File: src/rtl/segn_display.sv
// Multiplexed common-anode 7-segment driver: hex or double-dabble decimal display,
// leading-zero blanking, per-digit decimal points, overflow dashes, prescaled scan.
module segn_display #(
   parameter int DIGITS  = 4,
   parameter int CLK_DIV = 40000
) (
   input  logic                clk,
   input  logic                rst_n,
   input  logic [4*DIGITS-1:0] value,
   input  logic                load,
   input  logic                dec_mode,
   input  logic                blank_lz,
   input  logic [DIGITS-1:0]   dp,
   output logic                busy,
   output logic [DIGITS-1:0]   an,
   output logic [7:0]          cat
);

   localparam int W  = 4 * DIGITS;
   localparam int CW = $clog2(W + 1);
   localparam int PW = $clog2(CLK_DIV);
   localparam int IW = (DIGITS > 1) ? $clog2(DIGITS) : 1;

   function automatic longint pow10(input int n);
      longint r;
      r = 1;
      for (int i = 0; i < n; i++) r = r * 10;
      return r;
   endfunction

   localparam logic [W-1:0] LIMIT = W'(pow10(DIGITS) - 64'd1);

   function automatic logic [7:0] hex_glyph(input logic [3:0] n);
      logic [7:0] g;
      case (n)
         4'h0: g = 8'hC0;
         4'h1: g = 8'hF9;
         4'h2: g = 8'hA4;
         4'h3: g = 8'hB0;
         4'h4: g = 8'h99;
         4'h5: g = 8'h92;
         4'h6: g = 8'h82;
         4'h7: g = 8'hF8;
         4'h8: g = 8'h80;
         4'h9: g = 8'h90;
         4'hA: g = 8'h88;
         4'hB: g = 8'h83;
         4'hC: g = 8'hC6;
         4'hD: g = 8'hA1;
         4'hE: g = 8'h86;
         default: g = 8'h8E;
      endcase
      return g;
   endfunction

   typedef enum logic [1:0] {IDLE, CONV, COMMIT} state_t;

   state_t              state_reg, state_next;
   logic                busy_reg;
   logic [W-1:0]        bin_reg, bcd_reg, bcd_adj;
   logic [CW-1:0]       iter_reg;
   logic                cap_ovf_reg, cap_blank_reg;
   logic [DIGITS-1:0]   cap_dp_reg;
   logic [W-1:0]        disp_reg;
   logic                show_ovf_reg, show_blank_reg;
   logic [DIGITS-1:0]   show_dp_reg;
   logic [PW-1:0]       presc_reg;
   logic [IW-1:0]       idx_reg;
   logic [DIGITS-1:0]   an_reg;
   logic [7:0]          cat_reg;

   logic                start_conv, load_hex, shift_en, commit, tick;
   logic [7:0]          seg_digit [DIGITS];
   logic                zrun;
   logic [3:0]          nib;
   logic [7:0]          g;
   logic                msb_unused;

   // Double-dabble add-3 correction, one nibble per digit
   generate
      for (genvar gi = 0; gi < DIGITS; gi++) begin : g_adj
         assign bcd_adj[4*gi +: 4] = (bcd_reg[4*gi +: 4] >= 4'd5) ?
                                     bcd_reg[4*gi +: 4] + 4'd3 : bcd_reg[4*gi +: 4];
      end
   endgenerate

   // Top bit is shifted out; an in-range value never sets it
   assign msb_unused = bcd_adj[W-1];

   always_comb begin
      state_next = state_reg;
      start_conv = 1'b0;
      load_hex   = 1'b0;
      shift_en   = 1'b0;
      commit     = 1'b0;
      case (state_reg)
         IDLE: begin
            if (load) begin
               if (dec_mode) begin
                  start_conv = 1'b1;
                  state_next = CONV;
               end else begin
                  load_hex = 1'b1;
               end
            end
         end
         CONV: begin
            shift_en = 1'b1;
            if (iter_reg == CW'(W - 1)) state_next = COMMIT;
         end
         COMMIT: begin
            commit     = 1'b1;
            state_next = IDLE;
         end
         default: state_next = IDLE;
      endcase
   end

   always_ff @(posedge clk or negedge rst_n) begin
      if (!rst_n) begin
         state_reg      <= IDLE;
         busy_reg       <= 1'b0;
         bin_reg        <= '0;
         bcd_reg        <= '0;
         iter_reg       <= '0;
         cap_ovf_reg    <= 1'b0;
         cap_blank_reg  <= 1'b0;
         cap_dp_reg     <= '0;
         disp_reg       <= '0;
         show_ovf_reg   <= 1'b0;
         show_blank_reg <= 1'b0;
         show_dp_reg    <= '0;
      end else begin
         state_reg <= state_next;
         busy_reg  <= (state_next != IDLE);
         if (load_hex) begin
            cap_ovf_reg    <= 1'b0;
            cap_blank_reg  <= blank_lz;
            cap_dp_reg     <= dp;
            disp_reg       <= value;
            show_ovf_reg   <= 1'b0;
            show_blank_reg <= blank_lz;
            show_dp_reg    <= dp;
         end else if (start_conv) begin
            bin_reg       <= value;
            bcd_reg       <= '0;
            iter_reg      <= '0;
            cap_ovf_reg   <= (value > LIMIT);
            cap_blank_reg <= blank_lz;
            cap_dp_reg    <= dp;
         end else if (shift_en) begin
            bcd_reg  <= {bcd_adj[W-2:0], bin_reg[W-1]};
            bin_reg  <= {bin_reg[W-2:0], 1'b0};
            iter_reg <= iter_reg + 1'b1;
         end else if (commit) begin
            disp_reg       <= bcd_reg;
            show_ovf_reg   <= cap_ovf_reg;
            show_blank_reg <= cap_blank_reg;
            show_dp_reg    <= cap_dp_reg;
         end
      end
   end

   // Glyph per digit; zrun tracks the unbroken run of zeros from the top digit
   always_comb begin
      zrun = 1'b1;
      nib  = 4'h0;
      g    = 8'hFF;
      for (int i = 0; i < DIGITS; i++) seg_digit[i] = 8'hFF;
      for (int i = DIGITS - 1; i >= 0; i--) begin
         nib  = disp_reg[4*i +: 4];
         zrun = zrun && (nib == 4'h0);
         g    = hex_glyph(nib);
         if (show_ovf_reg)
            g = 8'hBF;
         else if (show_blank_reg && zrun && (i != 0))
            g = 8'hFF;
         if (show_dp_reg[i]) g[7] = 1'b0;
         seg_digit[i] = g;
      end
   end

   // Tick fires on the edge where the prescaler lands on CLK_DIV-1
   assign tick = (presc_reg == PW'(CLK_DIV - 2));

   always_ff @(posedge clk or negedge rst_n) begin
      if (!rst_n) begin
         presc_reg <= '0;
         idx_reg   <= '0;
         an_reg    <= '1;
         cat_reg   <= 8'hFF;
      end else begin
         presc_reg <= (presc_reg == PW'(CLK_DIV - 1)) ? '0 : presc_reg + 1'b1;
         if (tick) begin
            an_reg  <= ~(DIGITS'(1) << idx_reg);
            cat_reg <= seg_digit[idx_reg];
            idx_reg <= (idx_reg == IW'(DIGITS - 1)) ? '0 : idx_reg + 1'b1;
         end
      end
   end

   assign busy = busy_reg;
   assign an   = an_reg;
   assign cat  = cat_reg;

endmodule

File: config.mk
export PLATFORM = sky130hd
export DESIGN_NAME = segn_display
export DESIGN_NICKNAME = d
export VERILOG_FILES = /design/src/rtl/segn_display.sv
export SDC_FILE = /design/constraint.sdc
export NUM_CORES = 1
export LEC_CHECK = 0
export ABC_CLOCK_PERIOD_IN_PS = 3200
export CAP_MARGIN = 10
export CORE_MARGIN = 3
export CORE_UTILIZATION = 29
export DETAILED_ROUTE_END_ITERATION = 16
export RECOVER_POWER = 25
export SLEW_MARGIN = 20
export SYNTH_ARGS = -nofsm -noshare
export SYNTH_HDL_FRONTEND = slang
export SYNTH_SLANG_ARGS = --single-unit
File: constraint.sdc
create_clock -name clk -period 3.2 [get_ports clk]
set_clock_uncertainty 0.15 [all_clocks]
set_input_delay 0.96 -clock clk [delete_from_list [all_inputs] [get_ports clk]]
set_output_delay 0.96 -clock clk [all_outputs]
set_load 0.03 [all_outputs]
## Yosys cells after proc, flatten, opt, wreduce, memory -nomap -nowiden

Memories as Yosys holds them, arrays and structs flattened.
Cells that the tools add are included.

- Register bits after elaboration: 98
- ROM bits: 448
- Bits of input ports: 25
- Output and inout port bits: 13
- Logic and storage cells: 120
- Memories: 4

Memory list:

| name | depth | width | rd ports | clocked after Yosys merged registers in | wr ports | RTL line | text |
|---|---|---|---|---|---|---|---|
| (no name shown) | 16 | 7 | 1 | 0 | 0 | 35 | `case (n)` |
| (no name shown) | 16 | 7 | 1 | 0 | 0 | 35 |  |
| (no name shown) | 16 | 7 | 1 | 0 | 0 | 35 |  |
| (no name shown) | 16 | 7 | 1 | 0 | 0 | 35 |  |

- $add $sub $neg: 7
- $lt $le $gt $ge: 6
- Equality and inequality tests: 8
- Shifts and indexed selects: 1
- Muxes and demuxes: 60
- Bitwise gates (word level): 3
- Reduce and logical (&&, ||, !) cells: 15

Operators with widths:

| kind | number |
|---|---|
| $mux 16 | 9 |
| $mux 8 | 9 |
| $mux 4 | 9 |
| $eq 16x16->1 const B | 2 |
| $mux 1 | 24 |
| $add 16x1->16 const B | 1 |
| $bmux 8 s2 | 1 |
| $ge 4x3->1 const B | 4 |
| $gt 16x14->1 const B | 1 |
| $add 4x2->4 const B | 3 |
| $logic_not 4->1 | 3 |
| $mux 5 | 2 |
| $mux 2 | 4 |
| $reduce_bool 2->1 | 4 |
| $add 5x1->5 const B | 1 |
| $eq 5x4->1 const B | 1 |
| $logic_and 1x1->1 | 5 |
| $eq 2x2->1 const B | 2 |
| $not 4->4 | 1 |
| $pmux 2 s2 | 1 |
| $shl 1x2->4 const A | 1 |
| $add 3x2->3 const B | 1 |
| $ge 3x3->1 const B | 1 |
| $mux 3 | 1 |
| 9 further kinds | 9 |

## Logic depth before layout (Yosys ltp)

Gate-level depths: netlist of run 1.

- Depth in word-level cells: 10
- Mapped depth: 7

## Worst setup path after synthesis of run 1

OpenSTA, ideal clock, no wires.

- Path kind: input -> register
- From: in load
- To: reg bcd_reg[15]
- Library setup time: 0.122 ns
- Arrival time: 2.228 ns
- Slack: 0.701 ns
- Cell stages on the path: 7
- Buffers on the path: 1
- Cell sequence: nor3b_2 -> and2_1 -> clkbuf_1 -> nor2_1 -> inv_1 -> o31ai_1 -> a32o_1

- Cells in the longest elaborated chain, start to end: 4
- Elaborated cells on any way between the ends: 8
- Those cells by class: 5 x mux; 1 x bitwise; 2 x reduce/logical

Ends and longest elaborated chain:

| what | RTL line | text |
|---|---|---|
| from (decl) | 10 | `input logic load,` |
| $mux 1 | 98 | `if (load) begin` |
| $mux 1 | 96 | `case (state_reg)` |
| $reduce_bool 2->1 (no source line) or $not 1->1 (tied branches) | - |  |
| $reduce_and 2->1 (no source line) | - |  |
| to (signal assigned) | 152 | `bcd_reg <= {bcd_adj[W-2:0], bin_reg[W-1]};` |
| to (decl) | 60 | `logic [W-1:0] bin_reg, bcd_reg, bcd_adj;` |

Several ways; a longest one is shown, not always the timed one.
A chain may end at the register's enable or synchronous reset.

## Worst setup path after layout of run 1

- From: reg cat_reg[2], in the netlist cat[2]
- To: out cat[2]

RTL lines:

| what | RTL line | text |
|---|---|---|
| from (decl) | 70 | `logic [7:0] cat_reg;` |
| from (signal assigned) | 196 | `cat_reg <= seg_digit[idx_reg];` |
| to (decl) | 16 | `output logic [7:0] cat` |

No word-level cell between the ends.

==> impl_metrics.ini, run 1 <==
[status]
status = completed

[timing]
period_share_pct = 84.0
finalSetupTns_ns = 0
fin_crit_ns = 2.69
timing.final.hold_violations = 0
fin_hold_ws_ns = 0.329
setup_violations = 0
tightest_slew_ns = 1.49
rsz0062_at_grt = false
maxSlewViolCount = 0
max_freq_mhz = 372
max-slew-margin-rel_pct = 0.917

[route]
viasPerCell = 4.89
antenna_left = 0
wire_per_inst_um = 14.1
drtIter0Drc = 326
routed_wl_um = 12900
num_vias = 4458
dr.pass1.iters = 4
drc_errors = 0

[setup_path]
reg2reg_slack_ns = 0.72
cp-end-kind = output port
crit_type = reg -> out
cp_cell_sequence = clkdlybuf4s50_1
crit_slowest_cell = clkdlybuf4s50_1
worst_setup_path_start_kind = flip-flop
crit_required_ns = 2.09
path_max_fanout = 2
cp.arrival_ns = 1.58
path_buf_inv = 1
crit_family = buffers and inverters
critPathMaxStageDelay_ns = 0.67

[clocking]
cts_root_buf = clkbuf_16
cts_hold_buf = 0
clk_latency_ns = 0.36
cts_repair_resize_count = 0
cts.htree.levels = 3
clockBufferDepth = 2
numCtsBuffers = 9
path_clk_slew_ns = 0.07
cts_tree = done
clock-sinks = 98
post_cts_buffers = 0

[yosys]
yosys-top-cells-area = dfrtp_1 (37%), ha_1 (8.7%), nand2_1 (6.0%), dfstp_2 (5.5%), o21ai_0 (5.4%)
synthesis.area_mm2 = 0.00577
synth.most_common_cell = nand2_1
ys_types = 63
syn_nets = 686
syn_inst = 621
synth_area_leader_cell = dfrtp_1
synth_edf_count = 0
synthFlopType = dfrtp_1
ys_warn_count = 0
yosys_register_bits = 98
syn_area_per_cell_um2 = 9.29
synth_commonest_cells = nand2_1 (92), dfrtp_1 (86), o21ai_0 (62)
synthArstFlopShare_pct = 100
synth_top_area_share_pct = 37.3
seq_area_frac_synth_pct = 42.7

[power]
power.density_mw_per_mm2 = 774
cellLeakagePower_uw = 0.00282
peakVddDrop_mv = 0.402

[floorplanning]
die_y_um = 147
pin_count = 38
core_mm2 = 0.0191
die-width_um = 147
dieArea_mm2 = 0.0216
std_cell_rows = 50
initial_core_util_pct = 30.2

[finish]
antenna_cells = 0
layout-drive-gt1-share_pct = 9.20
final_nets = 712
post-route-util_pct = 35.3
fin_area_mm2 = 0.00675
n_fill_cell = 2029
syn2layout_area_growth_pct = 17.0

[global_route]
grt_pass1_wl_um = 21500
grt_max_degree = 44
grt_use_total_pct = 12.1
antenna_found_initial = 0
grt_overflow_total = 0
grt_pass1_vias = 4111

[place]
port_buffers = 37
dp_hpwl_um = 9280
place_congestion = 0.824
place_area_mm2 = 0.00645

[job]
cap_violations = 0

[worst_hold_path]
hold_class = reg -> reg
worst paths after layout:
path / from / end / cells after the start
setup / recovery: cat[2] / cat[2] / 1
hold / removal: an[0] / an[0] / 2
setup reg to reg: disp_reg[8] / cat[6] / 8
hold reg to reg: an[0] / an[0] / 2
max in group asynchronous: rst_n / cat[7] / 2
min in group asynchronous: rst_n / presc_reg[13] / 1
per-layer routing:
metal / wire length, um / up-vias / share of wire [%] / GRT usage [%]
met5: 0 / - / 0 / 0
met4: 132 / 0 / 1.0 / 2.80
met3: 536 / 14 / 4.2 / 2.84
met2: 5580 / 82 / 43 / 17.7
met1: 6630 / 2107 / 51 / 18.0
li1: - / 2255 / - / -
cells by family (layout without fill, tap and decap cells):
| logic type | count (synthesis) | in the layout | share of synthesized area (%) |
|---|---|---|---|
| AO/OA/AOI/OAI | 157 | 157 | 17.5 |
| flip-flops | 98 | 98 | 42.7 |
| XOR/XNOR | 22 | 22 | 3.34 |
| AND/OR/NAND/NOR | 206 | 206 | 16.9 |
| buffers and inverters | 64 | 95 | 4.38 |
| multiplexers | 34 | 34 | 6.48 |
| adder cells (fa/ha/maj) | 40 | 40 | 8.67 |
placed cells by master (no fill, tap or decap), drive strengths merged, types with 7 or more instances in the layout:
cell,instances
nand2,92
dfrtp,86
o21ai,64
ha,40
clkdlybuf4s50,36
nor2,34
inv,33
mux2i,25
nand3,24
a21oi,18
a22oi,16
buf,14
dfstp,12
xnor2,11
xor2,11
a211oi,11
nand2b,10
clkbuf,10
nor2b,8
a31oi,7
mux2,7
final cells by class:
type | count | area [um^2] | area share, %
well taps | 260 | 325 | 4.82
clock buffers | 9 | 225 | 3.33
inverters | 28 | 105 | 1.56
clock inverters | 7 | 76.3 | 1.13
flip-flops and latches | 98 | 2470 | 36.5
repair buffers | 51 | 494 | 7.32
multi-input cells | 459 | 3060 | 45.3
per-stage QoR:
stage               total power, uW  cells  worst slack (ns)
global route                   5700    912             0.480
finish                         5220    912             0.513
global placement               4100    896             0.407
CTS                            5280    912             0.493
floorplan                      3600    621             0.701
detailed placement             4150    896             0.356
power breakdown:
| part | internal (uW) | switching [uW] | total (uW) | leakage, uW |
|---|---|---|---|---|
| sequential | 1610 | 496 | 2110 | 0.00123 |
| combinational | 915 | 1100 | 2010 | 0.00144 |
| clock | 559 | 546 | 1110 | 0.000150 |
No activity file was read; power rests on OpenSTA's default activity.
==> inputs of run 2 (changes only) <==
Settings changed: ABC_CLOCK_PERIOD_IN_PS 3200 to 2750.
Clock period 3.2 ns to 2.75 ns, I/O delays scaled along.
==> run 2 against run 1 <==
Register-to-register slack got worse by 0.44 ns. Final cell count rose by 0.99%. Non-clock buffer count up 9. Sequential cell count unchanged. Critical path depth is the same. First-iteration DRC count fell by 5.2%. Core utilization rose by 0.33 points. Count of clock-buffer cells in the layout stayed put. Largest power group is now combinational cells.
==> impl_metrics.ini, run 2 (synthesis results as in run 1) <==
[timing]
max_freq_mhz = 393
setup_violations = 0
timing.final.hold_violations = 0
fin_ws_ns = 0.206
maxSlewViolCount = 0
fin_crit_ns = 2.54
period_share_pct = 92.5
tightest_slew_ns = 1.10
rsz0062_at_grt = false
max-slew-margin-rel_pct = 26.9
finalSetupTns_ns = 0

[floorplanning]
initial_core_util_pct = 30.2
core_mm2 = 0.0191
die-width_um = 147
pin_count = 38
die_y_um = 147
dieArea_mm2 = 0.0216
std_cell_rows = 50

[finish]
register_area_mm2 = 0.00247
instances_no_fill = 921
mostFrequentLayoutCells = nand2_1 (92), dfrtp_1 (86), o21ai_0 (62)
multi_input_area_mm2 = 0.00306
layout-drive-gt1-share_pct = 10.4
final_common_cell = nand2_1
n_fill_cell = 1997
post-route-util_pct = 35.6
final_nets = 721
syn2layout_area_growth_pct = 18.1
antenna_cells = 0

[setup_path]
crit_type = reg -> out
critPathMaxStageDelay_ns = 0.67
crit_required_ns = 1.78
path_buf_inv = 1
worstReg2RegEnd = cat[6]
cp-end-kind = output port
crit_slowest_cell = clkdlybuf4s50_1
cp.arrival_ns = 1.57
cp_cell_sequence = clkdlybuf4s50_1
r2r-start = disp_reg[8]
worst_setup_path_start_kind = flip-flop
reg2regPathDepth = 7
path_max_fanout = 2
crit_family = buffers and inverters
reg2reg_slack_ns = 0.28

[worst_hold_path]
min_from = an[2]
whs_endpoint = an[2]
whs_path_depth = 2
hold_class = reg -> reg

[route]
routed_wl_um = 12900
dr.pass1.iters = 5
antenna_left = 0
wire_per_inst_um = 14.0
drtIter0Drc = 309
num_vias = 4456
drc_errors = 0
viasPerCell = 4.84

[job]
cap_violations = 0

[clocking]
clk_latency_ns = 0.36
numCtsBuffers = 9
path_clk_slew_ns = 0.07
cts.htree.levels = 3
clockBufferDepth = 2
cts_root_buf = clkbuf_16
cts_repair_resize_count = 0
cts_hold_buf = 0
cts_tree = done
clock-sinks = 98
post_cts_buffers = 0

[global_route]
antenna_found_initial = 0
grt_max_degree = 59
grt_pass1_vias = 4328
grt_use_total_pct = 12.5
grt_overflow_total = 0
grt_pass1_wl_um = 22200

[power]
peakVddDrop_mv = 0.418
cellLeakagePower_uw = 0.00285
power.density_mw_per_mm2 = 903

[place]
pre_cts_slack_ns = 0.167
dp_hpwl_um = 9240
place_congestion = 0.844
dp_cells = 905
port_buffers = 37

[status]
status = completed
-- run 2: report_power, final --
part	total, uW	switching, uW	internal, uW
Combinational	2550	1420	1130
Sequential	2340	461	1880
Clock	1260	620	639
Total	6150	2510	3650
-- run 2: worst max path at each step --
stage | start | end | slack, ns | cells after the start
floorplan | load | bcd_reg[15] | 0.39 | 7
global placement | disp_reg[8] | cat[6] | 0.17 | 7
detailed placement | load | disp_reg[14] | 0.17 | 6
CTS | disp_reg[8] | cat[6] | 0.15 | 7
global route | rst_n | disp_reg[15] | 0.06 | 2
finish | cat[2] | cat[2] | 0.21 | 1
-- run 2: stage by stage --
| step | cell area, um^2 | hold slack, ns | total power (uW) |
|---|---|---|---|
| 5_1_grt | 6820 | 0.356 | 6730 |
| 4_1_cts | 6830 | 0.200 | 6210 |
| 6_report | 6820 | 0.328 | 6150 |
| 2_1_floorplan | 5770 | 0.295 | 4190 |
| 3_3_place_gp | 6530 | 0.309 | 4880 |
| 3_5_place_dp | 6530 | 0.315 | 4920 |
-- run 2: area by class of cell --
class | count | area share, %
clock buffers | 9 | 3.30
clock inverters | 7 | 1.05
inverters | 28 | 1.54
multi-input cells | 459 | 44.9
flip-flops and latches | 98 | 36.2
well taps | 260 | 4.77
repair buffers | 60 | 8.20
-- run 2: per-layer routing --
layer  track usage [%]  wire (um)  vias to the layer above
met4              3.03        138                        0
met1              18.3       6580                     2106
li1                  -          -                     2264
met3              3.08        554                       11
met5                 0          0                        -
met2              18.5       5610                       75
